**config.mk**
```make
export PLATFORM = sky130hd
export DESIGN_NAME = fft_result_reader
export DESIGN_NICKNAME = d
export VERILOG_FILES = /design/src/rtl/fft_result_reader.sv
export SDC_FILE = /design/constraint.sdc
export NUM_CORES = 1
export LEC_CHECK = 0
export CAP_MARGIN = 20
export CORE_MARGIN = 1.5
export CORE_UTILIZATION = 40
export CTS_BUF_LIST = sky130_fd_sc_hd__clkbuf_8 sky130_fd_sc_hd__clkbuf_16
export CTS_CLUSTER_SIZE = 8
export DETAILED_ROUTE_END_ITERATION = 16
export SYNTH_ARGS = -nofsm -noshare
export SYNTH_HDL_FRONTEND = slang
export SYNTH_SLANG_ARGS = --single-unit
```
**constraint.sdc**
```tcl
create_clock -name clk_i -period 3.7 [get_ports clk_i]
set_input_delay 0.74 -clock clk_i [delete_from_list [all_inputs] [get_ports clk_i]]
set_output_delay 0.74 -clock clk_i [all_outputs]
set_load 0.02 [all_outputs]
```
**src/rtl/fft_result_reader.sv**
```systemverilog
// Drains the FFT result RAM in natural frequency order and streams the bins out on valid/ready.
// Reads are credit-limited so the small output FIFO can never overflow under backpressure.
module fft_result_reader #(
    parameter int N_POINTS    = 64,
    parameter int DATA_W      = 32,
    parameter int RD_LATENCY  = 1,
    parameter int BIT_REVERSE = 1,
    localparam int ADDR_W     = $clog2(N_POINTS),
    localparam int FIFO_DEPTH = RD_LATENCY + 1
) (
    input  logic              clk_i,
    input  logic              rst_ni,
    input  logic              start_i,
    input  logic              fft_idle_i,
    output logic              read_ram_o,
    output logic              ram_rd_o,
    output logic [ADDR_W-1:0] ram_addr_o,
    input  logic [DATA_W-1:0] ram_rdata_i,
    output logic              out_valid_o,
    input  logic              out_ready_i,
    output logic [DATA_W-1:0] out_data_o,
    output logic [ADDR_W-1:0] out_index_o,
    output logic              out_last_o,
    output logic              busy_o,
    output logic              done_o
);

    typedef enum logic [1:0] {S_IDLE, S_ARM, S_ISSUE, S_DRAIN} state_e;

    localparam logic [3:0]        DEPTH_C = 4'(FIFO_DEPTH);
    localparam logic [ADDR_W-1:0] LAST_C  = ADDR_W'(N_POINTS - 1);

    state_e              state_q;
    logic                arm_cnt_q;
    logic [ADDR_W-1:0]   rd_idx_q;
    logic                busy_q;
    logic                done_q;

    logic [RD_LATENCY-1:0] pipe_vld_q;
    logic [ADDR_W-1:0]     pipe_idx_q [RD_LATENCY];

    logic [DATA_W-1:0] fifo_data_q [FIFO_DEPTH];
    logic [DATA_W-1:0] fifo_data_d [FIFO_DEPTH];
    logic [ADDR_W-1:0] fifo_idx_q  [FIFO_DEPTH];
    logic [ADDR_W-1:0] fifo_idx_d  [FIFO_DEPTH];
    logic [3:0]        fifo_cnt_q, fifo_cnt_d;

    logic       push, pop, rd_en;
    logic [3:0] inflight, wr_pos;

    function automatic logic [ADDR_W-1:0] bitrev(input logic [ADDR_W-1:0] a);
        for (int i = 0; i < ADDR_W; i++) bitrev[i] = a[ADDR_W-1-i];
    endfunction

    assign push = pipe_vld_q[RD_LATENCY-1];
    assign pop  = out_valid_o && out_ready_i;

    always_comb begin
        inflight = '0;
        for (int i = 0; i < RD_LATENCY; i++) inflight = inflight + {3'b0, pipe_vld_q[i]};
    end

    // Credit check: a read may issue only if its data is sure to find a free FIFO slot.
    assign rd_en      = (state_q == S_ISSUE) && ((fifo_cnt_q + inflight) < (DEPTH_C + {3'b0, pop}));
    assign ram_rd_o   = rd_en;
    assign ram_addr_o = (BIT_REVERSE != 0) ? bitrev(rd_idx_q) : rd_idx_q;

    assign read_ram_o  = busy_q;
    assign busy_o      = busy_q;
    assign done_o      = done_q;
    assign out_valid_o = (fifo_cnt_q != 4'd0);
    assign out_data_o  = fifo_data_q[0];
    assign out_index_o = fifo_idx_q[0];
    assign out_last_o  = out_valid_o && (fifo_idx_q[0] == LAST_C);

    // NOTE: sequential state uses non-blocking assignments so every register samples pre-edge values.
    always_ff @(posedge clk_i or negedge rst_ni) begin
        if (!rst_ni) begin
            state_q   <= S_IDLE;
            arm_cnt_q <= 1'b0;
            rd_idx_q  <= '0;
            busy_q    <= 1'b0;
            done_q    <= 1'b0;
        end else begin
            done_q <= 1'b0;
            case (state_q)
                S_IDLE: if (start_i && fft_idle_i) begin
                    state_q   <= S_ARM;
                    arm_cnt_q <= 1'b0;
                    rd_idx_q  <= '0;
                    busy_q    <= 1'b1;
                end
                S_ARM: begin
                    arm_cnt_q <= 1'b1;
                    if (arm_cnt_q) state_q <= S_ISSUE;
                end
                S_ISSUE: if (rd_en) begin
                    rd_idx_q <= rd_idx_q + 1'b1;
                    if (rd_idx_q == LAST_C) state_q <= S_DRAIN;
                end
                S_DRAIN: if (pop && out_last_o) begin
                    state_q <= S_IDLE;
                    busy_q  <= 1'b0;
                    done_q  <= 1'b1;
                end
                default: state_q <= S_IDLE;
            endcase
        end
    end

    always_ff @(posedge clk_i or negedge rst_ni) begin
        if (!rst_ni) begin
            pipe_vld_q <= '0;
            for (int i = 0; i < RD_LATENCY; i++) pipe_idx_q[i] <= '0;
        end else begin
            pipe_vld_q[0] <= rd_en;
            pipe_idx_q[0] <= rd_idx_q;
            for (int i = 1; i < RD_LATENCY; i++) begin
                pipe_vld_q[i] <= pipe_vld_q[i-1];
                pipe_idx_q[i] <= pipe_idx_q[i-1];
            end
        end
    end

    // Shift-down FIFO: entry 0 is always the head, so the outputs come straight from flops.
    assign wr_pos = pop ? (fifo_cnt_q - 4'd1) : fifo_cnt_q;

    // NOTE: every always_comb output gets a default first, so no path can infer a latch.
    always_comb begin
        fifo_data_d = fifo_data_q;
        fifo_idx_d  = fifo_idx_q;
        fifo_cnt_d  = fifo_cnt_q + {3'b0, push} - {3'b0, pop};
        if (pop) begin
            for (int i = 0; i < FIFO_DEPTH - 1; i++) begin
                fifo_data_d[i] = fifo_data_q[i+1];
                fifo_idx_d[i]  = fifo_idx_q[i+1];
            end
        end
        for (int i = 0; i < FIFO_DEPTH; i++) begin
            if (push && (4'(i) == wr_pos)) begin
                fifo_data_d[i] = ram_rdata_i;
                fifo_idx_d[i]  = pipe_idx_q[RD_LATENCY-1];
            end
        end
    end

    // NOTE: the FIFO storage is reset because its head drives outputs that must read 0 out of reset.
    always_ff @(posedge clk_i or negedge rst_ni) begin
        if (!rst_ni) begin
            fifo_cnt_q <= '0;
            for (int i = 0; i < FIFO_DEPTH; i++) begin
                fifo_data_q[i] <= '0;
                fifo_idx_q[i]  <= '0;
            end
        end else begin
            fifo_cnt_q  <= fifo_cnt_d;
            fifo_data_q <= fifo_data_d;
            fifo_idx_q  <= fifo_idx_d;
        end
    end

endmodule

```
==> impl_results.md, run 1 <==
- Status: finished, final reports clean
- CP Data Arrival Time: 2490 ps
- Die height: 114 µm
- Worst min-delay path endpoint: pipe_idx_q[4]$_DFF_PN0_
- Crit-path leading delay family: adder cells
- Min-delay src: rd_idx_q[4]$_DFFE_PN0P_
- P_int: 2.70 mW
- CP max stage delay: 450 ps
- CTS Buffer Depth: 2
- Hold Path Class: reg -> reg
- Vias in the first global route: 3279
- Detailed Routing Iterations Pass 1: 4
- Synth-to-Final Area Change: 19.7%
- Final hold vios: 0
- H-Tree Depth: 3
- Commonest register cell after synthesis: dfrtp_1
- Largest net degree at the start of global routing: 67
- Ant diodes: 0
- Gpl congestion: 0.791
- I/O pin cnt: 87
- Syn Inst Count: 452
- Std-Cell Rows: 40
- Fraction of layout cells with a size suffix above 1: 17.5%
- IO Port Bufs: 86
- Final period util: 87.3%
- Detail Placement HPWL: 6400 µm
- CTS tree: yes
- Number of setup violations in the final report: 0
- R2R Path End: rd_idx_q[3]$_DFFE_PN0P_
- Initial drt markers: 139
- Reg2reg start: fifo_cnt_q[0]$_DFF_PN0_
- Worst setup margin: 469 ps
- Initial Util: 41.0%
- Routed WL: 9530 µm
- Fmax: 0.310 GHz
- # hold bufs at CTS: 0
- Yosys Warn Count: 0
- Worst slew pin tran: 828 ps
- Switching share of power: 33.4%
- Post-place setup slack: 179 ps
- Core Region: 12000 µm²
- CTS buffer count: 9
- Unrepaired setup endpoints after global routing: no
- Most common cell after layout, fill and taps aside: nand2_1
- CP Cell Sequence: inv_1, ha_1, nor3b_4, inv_2, nand2_2, inv_2, ha_1, inv_1, ha_1, nor3b_1, dlymetal6s2s_1
- Static Leak: 2.90 nW
- Root buffer cell: clkbuf_16
- Post-synth cell types: 43
- Post-route ant nets: 0
- Tmin final: 3230 ps
- Register area share after synthesis: 49.8%
- Crit path capture type: primary output
- Final Max Slew Viols: 0
- EDFF count, synth: 0
- Pwr dens: 688 nW/µm²
- Via/cell ratio: 4.90
- Clock power frac: 20.6%
- Initial antenna violation count: 0
- CTS sink cnt: 98
- Syn Nets: 501
- Worst-path clk slew: 60 ps
- First-pass GRT wire length: 15700 µm
- Slew margin rel.: 44.8%
- CP max FO: 6
- Worst-skew pair later-pin latency: 340 ps
- Setup TNS: 0 ps
- Post-synth ARST share: 100%
- CP max stage cell: dfrtp_1
- Worst Skew: 4.83 ps
- Nets: 547
- Die width: 114 µm
- Die area: 13000 µm²
- Synth Register Bits: 98
- Switch Pwr: 1.36 mW
- Total global-route track usage: 15.6%
- Startpoint Class: flip-flop
- Sequential power share: 41.6%
- Worst r2r path cells: 13
- Vias: 3183
- Max_cap viols: 0
- Post-route DRC violation count: 0
- Setup Crit Path Kind: reg -> out
- Most frequent cells in the layout: nand2_1, dfrtp_1, clkdlybuf4s50_1
- Syn_area_per_cell: 10.9 µm²
- Total congestion overflow: 0
- Crit path top cell by count: ha_1
- Dominant cells by area after synthesis: dfrtp_1, nand2_1, mux2_2
- CP Data Required Time: 2960 ps
- Leading area contributor after synthesis: dfrtp_1
- Drt wl/cell: 14.7 µm
- Worst Path Buf+Inv: 5
- Worst Hold Path Cells: 0
- Logic pwr share: 37.8%
- Post-synth top area share: 49.8%
- Cell area after synthesis: 4920 µm²
- Peak VDD IR: 299 µV
- R2r setup slk: 820 ps
## worst max path at each step
| stage | startpoint | endpoint | depth (start not counted) |
|---|---|---|---|
| 3_5_place_dp | out_ready_i | ram_rd_o | 8 |
| 2_1_floorplan | fifo_cnt_q[0]$_DFF_PN0_ | ram_rd_o | 11 |
| 5_1_grt | fifo_cnt_q[0]$_DFF_PN0_ | ram_rd_o | 11 |
| 6_report | fifo_cnt_q[0]$_DFF_PN0_ | ram_rd_o | 11 |
| 4_1_cts | fifo_cnt_q[0]$_DFF_PN0_ | ram_rd_o | 11 |
| 3_3_place_gp | out_ready_i | ram_rd_o | 8 |
## registers in the layout (all words and copies together), names as in the netlist
register / flops
pipe_vld_q: 1
arm_cnt_q: 1
fifo_cnt_q: 4
out_data_o: 32
fifo_idx_q: 6
state_q: 2
out_index_o: 6
rd_idx_q: 6
done_o: 1
fifo_data_q: 32
pipe_idx_q: 6
busy_o: 1
## power by group through the flow
stage / Clock [mW] / Combinational, mW / Sequential, mW
floorplan: 0 / 1.26 / 1.62
global placement: 0 / 1.51 / 1.69
detailed placement: 0 / 1.55 / 1.71
CTS: 0.866 / 1.55 / 1.69
global route: 0.912 / 1.69 / 1.74
finish: 0.834 / 1.53 / 1.69
## metrics by stage
stage	total power [mW]	util [%]	hold slack (ps)	cell area (µm²)	std cells
floorplan	2.88	-	444	4920	452
CTS	4.11	49.0	473	5890	650
detailed placement	3.25	46.8	461	5620	634
global route	4.34	49.0	483	5890	650
global placement	3.20	46.8	457	5620	634
finish	4.05	49.0	466	5890	650
## what timing repair did
| action | 4_1_cts | 5_1_grt |
|---|---|---|
| buffers inserted | 0 | 0 |
| endpoints found under the setup margin | 0 | 1 |
| gates resized for setup | 0 | 1 |
## per-layer routing
| layer | wire (µm) | up-vias | global-route usage (%) |
|---|---|---|---|
| met4 | 97 | 0 | 5.50 |
| met2 | 4520 | 61 | 25.5 |
| li1 | - | 1551 | - |
| met1 | 4430 | 1565 | 19.8 |
| met3 | 479 | 6 | 4.73 |
| met5 | 0 | - | 0 |
## synthesized netlist by cell type, drive strengths merged, types with 4 or more instances
library cell and number:
nand2 126, dfrtp 98, mux2 77, buf 53, inv 15, ha 12, o21ai 12, nor2 7
nand4 6, a21oi 5, clkbuf 5, or3 4
## layout make-up
cell class,count,area [µm²]
fill,1087,6120
sequential,98,2450
multi-input combinational,281,2010
timing repair buffer,93,926
clock buffer,9,225
tap,147,184
inverter,15,56.3
clock inverter,7,38.8
## cells by family after synthesis
kind of cell	count (synthesis)	share of synthesized area, %
XOR/XNOR	4	0.712
flip-flops	98	49.8
adder cells (fa/ha/maj)	12	3.05
multiplexers	78	19.3
AO/OA/AOI/OAI	27	3.53
AND/OR/NAND/NOR	160	14.0
buffers and inverters	73	9.58
(Power assumes the default switching activity.)
==> run 2, diff against run 1 <==
--- a/config.mk
+++ b/config.mk
@@ -6,11 +6,12 @@
 export NUM_CORES = 1
 export LEC_CHECK = 0
 export CAP_MARGIN = 20
+export CORE_ASPECT_RATIO = 0.9
 export CORE_MARGIN = 1.5
 export CORE_UTILIZATION = 40
-export CTS_BUF_LIST = sky130_fd_sc_hd__clkbuf_8 sky130_fd_sc_hd__clkbuf_16
 export CTS_CLUSTER_SIZE = 8
 export DETAILED_ROUTE_END_ITERATION = 16
+export SKIP_LAST_GASP = 1
 export SYNTH_ARGS = -nofsm -noshare
 export SYNTH_HDL_FRONTEND = slang
 export SYNTH_SLANG_ARGS = --single-unit
==> run 2 against run 1 <==
- maximum frequency rose by 0.67%
- first-iteration DRC count is 4.3% lower
- clock power up 0.8%
- utilization is 0.12 points higher
- routed wire length down 0.64%
- critical path type unchanged
==> impl_results.md, run 2 (synthesis results as in run 1) <==
- Placed Cells: 646
- Via/cell ratio: 4.81
- Initial Util: 40.9%
- CP max stage delay: 440 ps
- CP max FO: 6
- Hold Path Class: in -> async
- CTS buffer count: 9
- Status: finished, final reports clean
- Static Leak: 2.88 nW
- CP Cell Sequence: inv_1, ha_1, nor3b_4, inv_2, nand2_2, inv_2, ha_1, inv_1, ha_1, nor3b_1, dlymetal6s2s_1
- Die width: 120 µm
- Logic pwr share: 37.7%
- Final Max Slew Viols: 0
- CTS tree: yes
- Switching share of power: 33.4%
- Total congestion overflow: 0
- Tmin final: 3210 ps
- P_int: 2.70 mW
- Initial antenna violation count: 0
- CP Data Arrival Time: 2470 ps
- Ant diodes: 0
- Pwr dens: 687 nW/µm²
- First-pass GRT wire length: 16100 µm
- Placed inst area: 5650 µm²
- Sequential cell area: 2450 µm²
- Core Region: 12000 µm²
- R2r setup slk: 790 ps
- Std-Cell Rows: 38
- Setup Crit Path Kind: reg -> out
- H-Tree Depth: 3
- Worst-path clk slew: 60 ps
- Non-filler cells, final: 662
- Unrepaired setup endpoints after global routing: no
- Setup Fix Bufs, Post-CTS: 0
- Vias in the first global route: 3244
- Initial drt markers: 133
- Worst Skew: 7.65 ps
- Synth-to-Final Area Change: 20.1%
- Sequential power share: 41.6%
- Post-route DRC violation count: 0
- Total power: 4.06 mW
- Startpoint Class: flip-flop
- Gpl congestion: 0.814
- Most frequent cells in the layout: nand2_1, dfrtp_1, clkdlybuf4s50_1
- Fmax: 0.312 GHz
- Die height: 108 µm
- Worst-skew pair later-pin latency: 340 ps
- Fillers: 1102
- Root buffer cell: clkbuf_16
- Switch Pwr: 1.36 mW
- Routed WL: 9470 µm
- Clock power frac: 20.7%
- Nets: 546
- I/O pin cnt: 87
- Crit path top cell by count: ha_1
- Slew margin rel.: 57.0%
- CP Data Required Time: 2960 ps
- Max_cap viols: 0
- Detail Placement HPWL: 6400 µm
- Number of setup violations in the final report: 0
- Reg2reg start: fifo_cnt_q[0]$_DFF_PN0_
- IO Port Bufs: 86
- CTS Buffer Depth: 2
- Drt wl/cell: 14.3 µm
- Peak VDD IR: 313 µV
- Most common cell after layout, fill and taps aside: nand2_1
- Detailed Routing Iterations Pass 1: 4
- Final hold vios: 0
- Vias: 3185
- Final Cell Area: 5910 µm²
- Crit path capture type: primary output
- Largest net degree at the start of global routing: 51
- Worst r2r path cells: 13
- CTS sink cnt: 98
- Area of the multi-input gates: 2010 µm²
- Total global-route track usage: 15.7%
- Worst slew pin tran: 645 ps
- Post-route ant nets: 0
- Die area: 13000 µm²
- Setup TNS: 0 ps
- Fraction of layout cells with a size suffix above 1: 17.1%
- R2R Path End: state_q[1]$_DFFE_PN0P_
- Final period util: 86.7%
- CP max stage cell: dfrtp_1
==> run 2: power by group through the flow <==
stage / registers (mW) / logic, mW / clock network (mW)
after global routing: 1.75 / 1.69 / 0.920
final: 1.69 / 1.53 / 0.841
after CTS: 1.70 / 1.56 / 0.879
after global placement: 1.69 / 1.50 / 0
after detailed placement: 1.71 / 1.55 / 0
after floorplan: 1.62 / 1.26 / 0
==> run 2: per-layer routing <==
metal | routed length [µm] | vias up | part of all wire (%) | GRT usage (%)
li1 | - | 1554 | - | -
met1 | 4460 | 1548 | 47 | 21.0
met3 | 432 | 10 | 4.6 | 3.59
met5 | 0 | - | 0 | 0
met4 | 120 | 0 | 1.3 | 5.53
met2 | 4450 | 73 | 47 | 25.3
==> run 2: worst max-delay path by stage <==
stage | start | slack (ps) | depth (start not counted) | endpoint
global placement | out_ready_i | 240 | 8 | ram_rd_o
global route | fifo_cnt_q[0]$_DFF_PN0_ | 260 | 11 | ram_rd_o
floorplan | fifo_cnt_q[0]$_DFF_PN0_ | 480 | 11 | ram_rd_o
CTS | fifo_cnt_q[0]$_DFF_PN0_ | 40 | 11 | ram_rd_o
detailed placement | out_ready_i | 160 | 8 | ram_rd_o
finish | fifo_cnt_q[0]$_DFF_PN0_ | 490 | 11 | ram_rd_o
==> run 2: layout make-up <==
| class | instances | share of cell area (%) |
|---|---|---|
| tap | 160 | 3.39 |
| multi-input combinational | 281 | 34.0 |
| clock buffer | 12 | 4.00 |
| sequential | 98 | 41.5 |
| inverter | 15 | 0.952 |
| clock inverter | 4 | 0.487 |
| timing repair buffer | 92 | 15.7 |
==> run 2: critical path: cells and delay by family, from the launching register on <==
kind	cells	cell delay (ps)
buffers and inverters	5	580
adders and majority gates	3	630
and+or+nand+nor	3	480
DFF	1	440
==> run 2: timing repair <==
item / in CTS / in global routing
endpoints found under the setup margin: 0 / 1
resized for setup: 0 / 1
hold buffers: 0 / 0
==> run 2: metrics by stage <==
step | hold slack, ps | utilization [%] | setup slack (ps)
finish | 422 | 49.2 | 491
global route | 467 | 49.2 | 256
CTS | 446 | 49.1 | 40.4
detailed placement | 437 | 46.9 | 160
global placement | 421 | 46.9 | 237
floorplan | 444 | - | 480
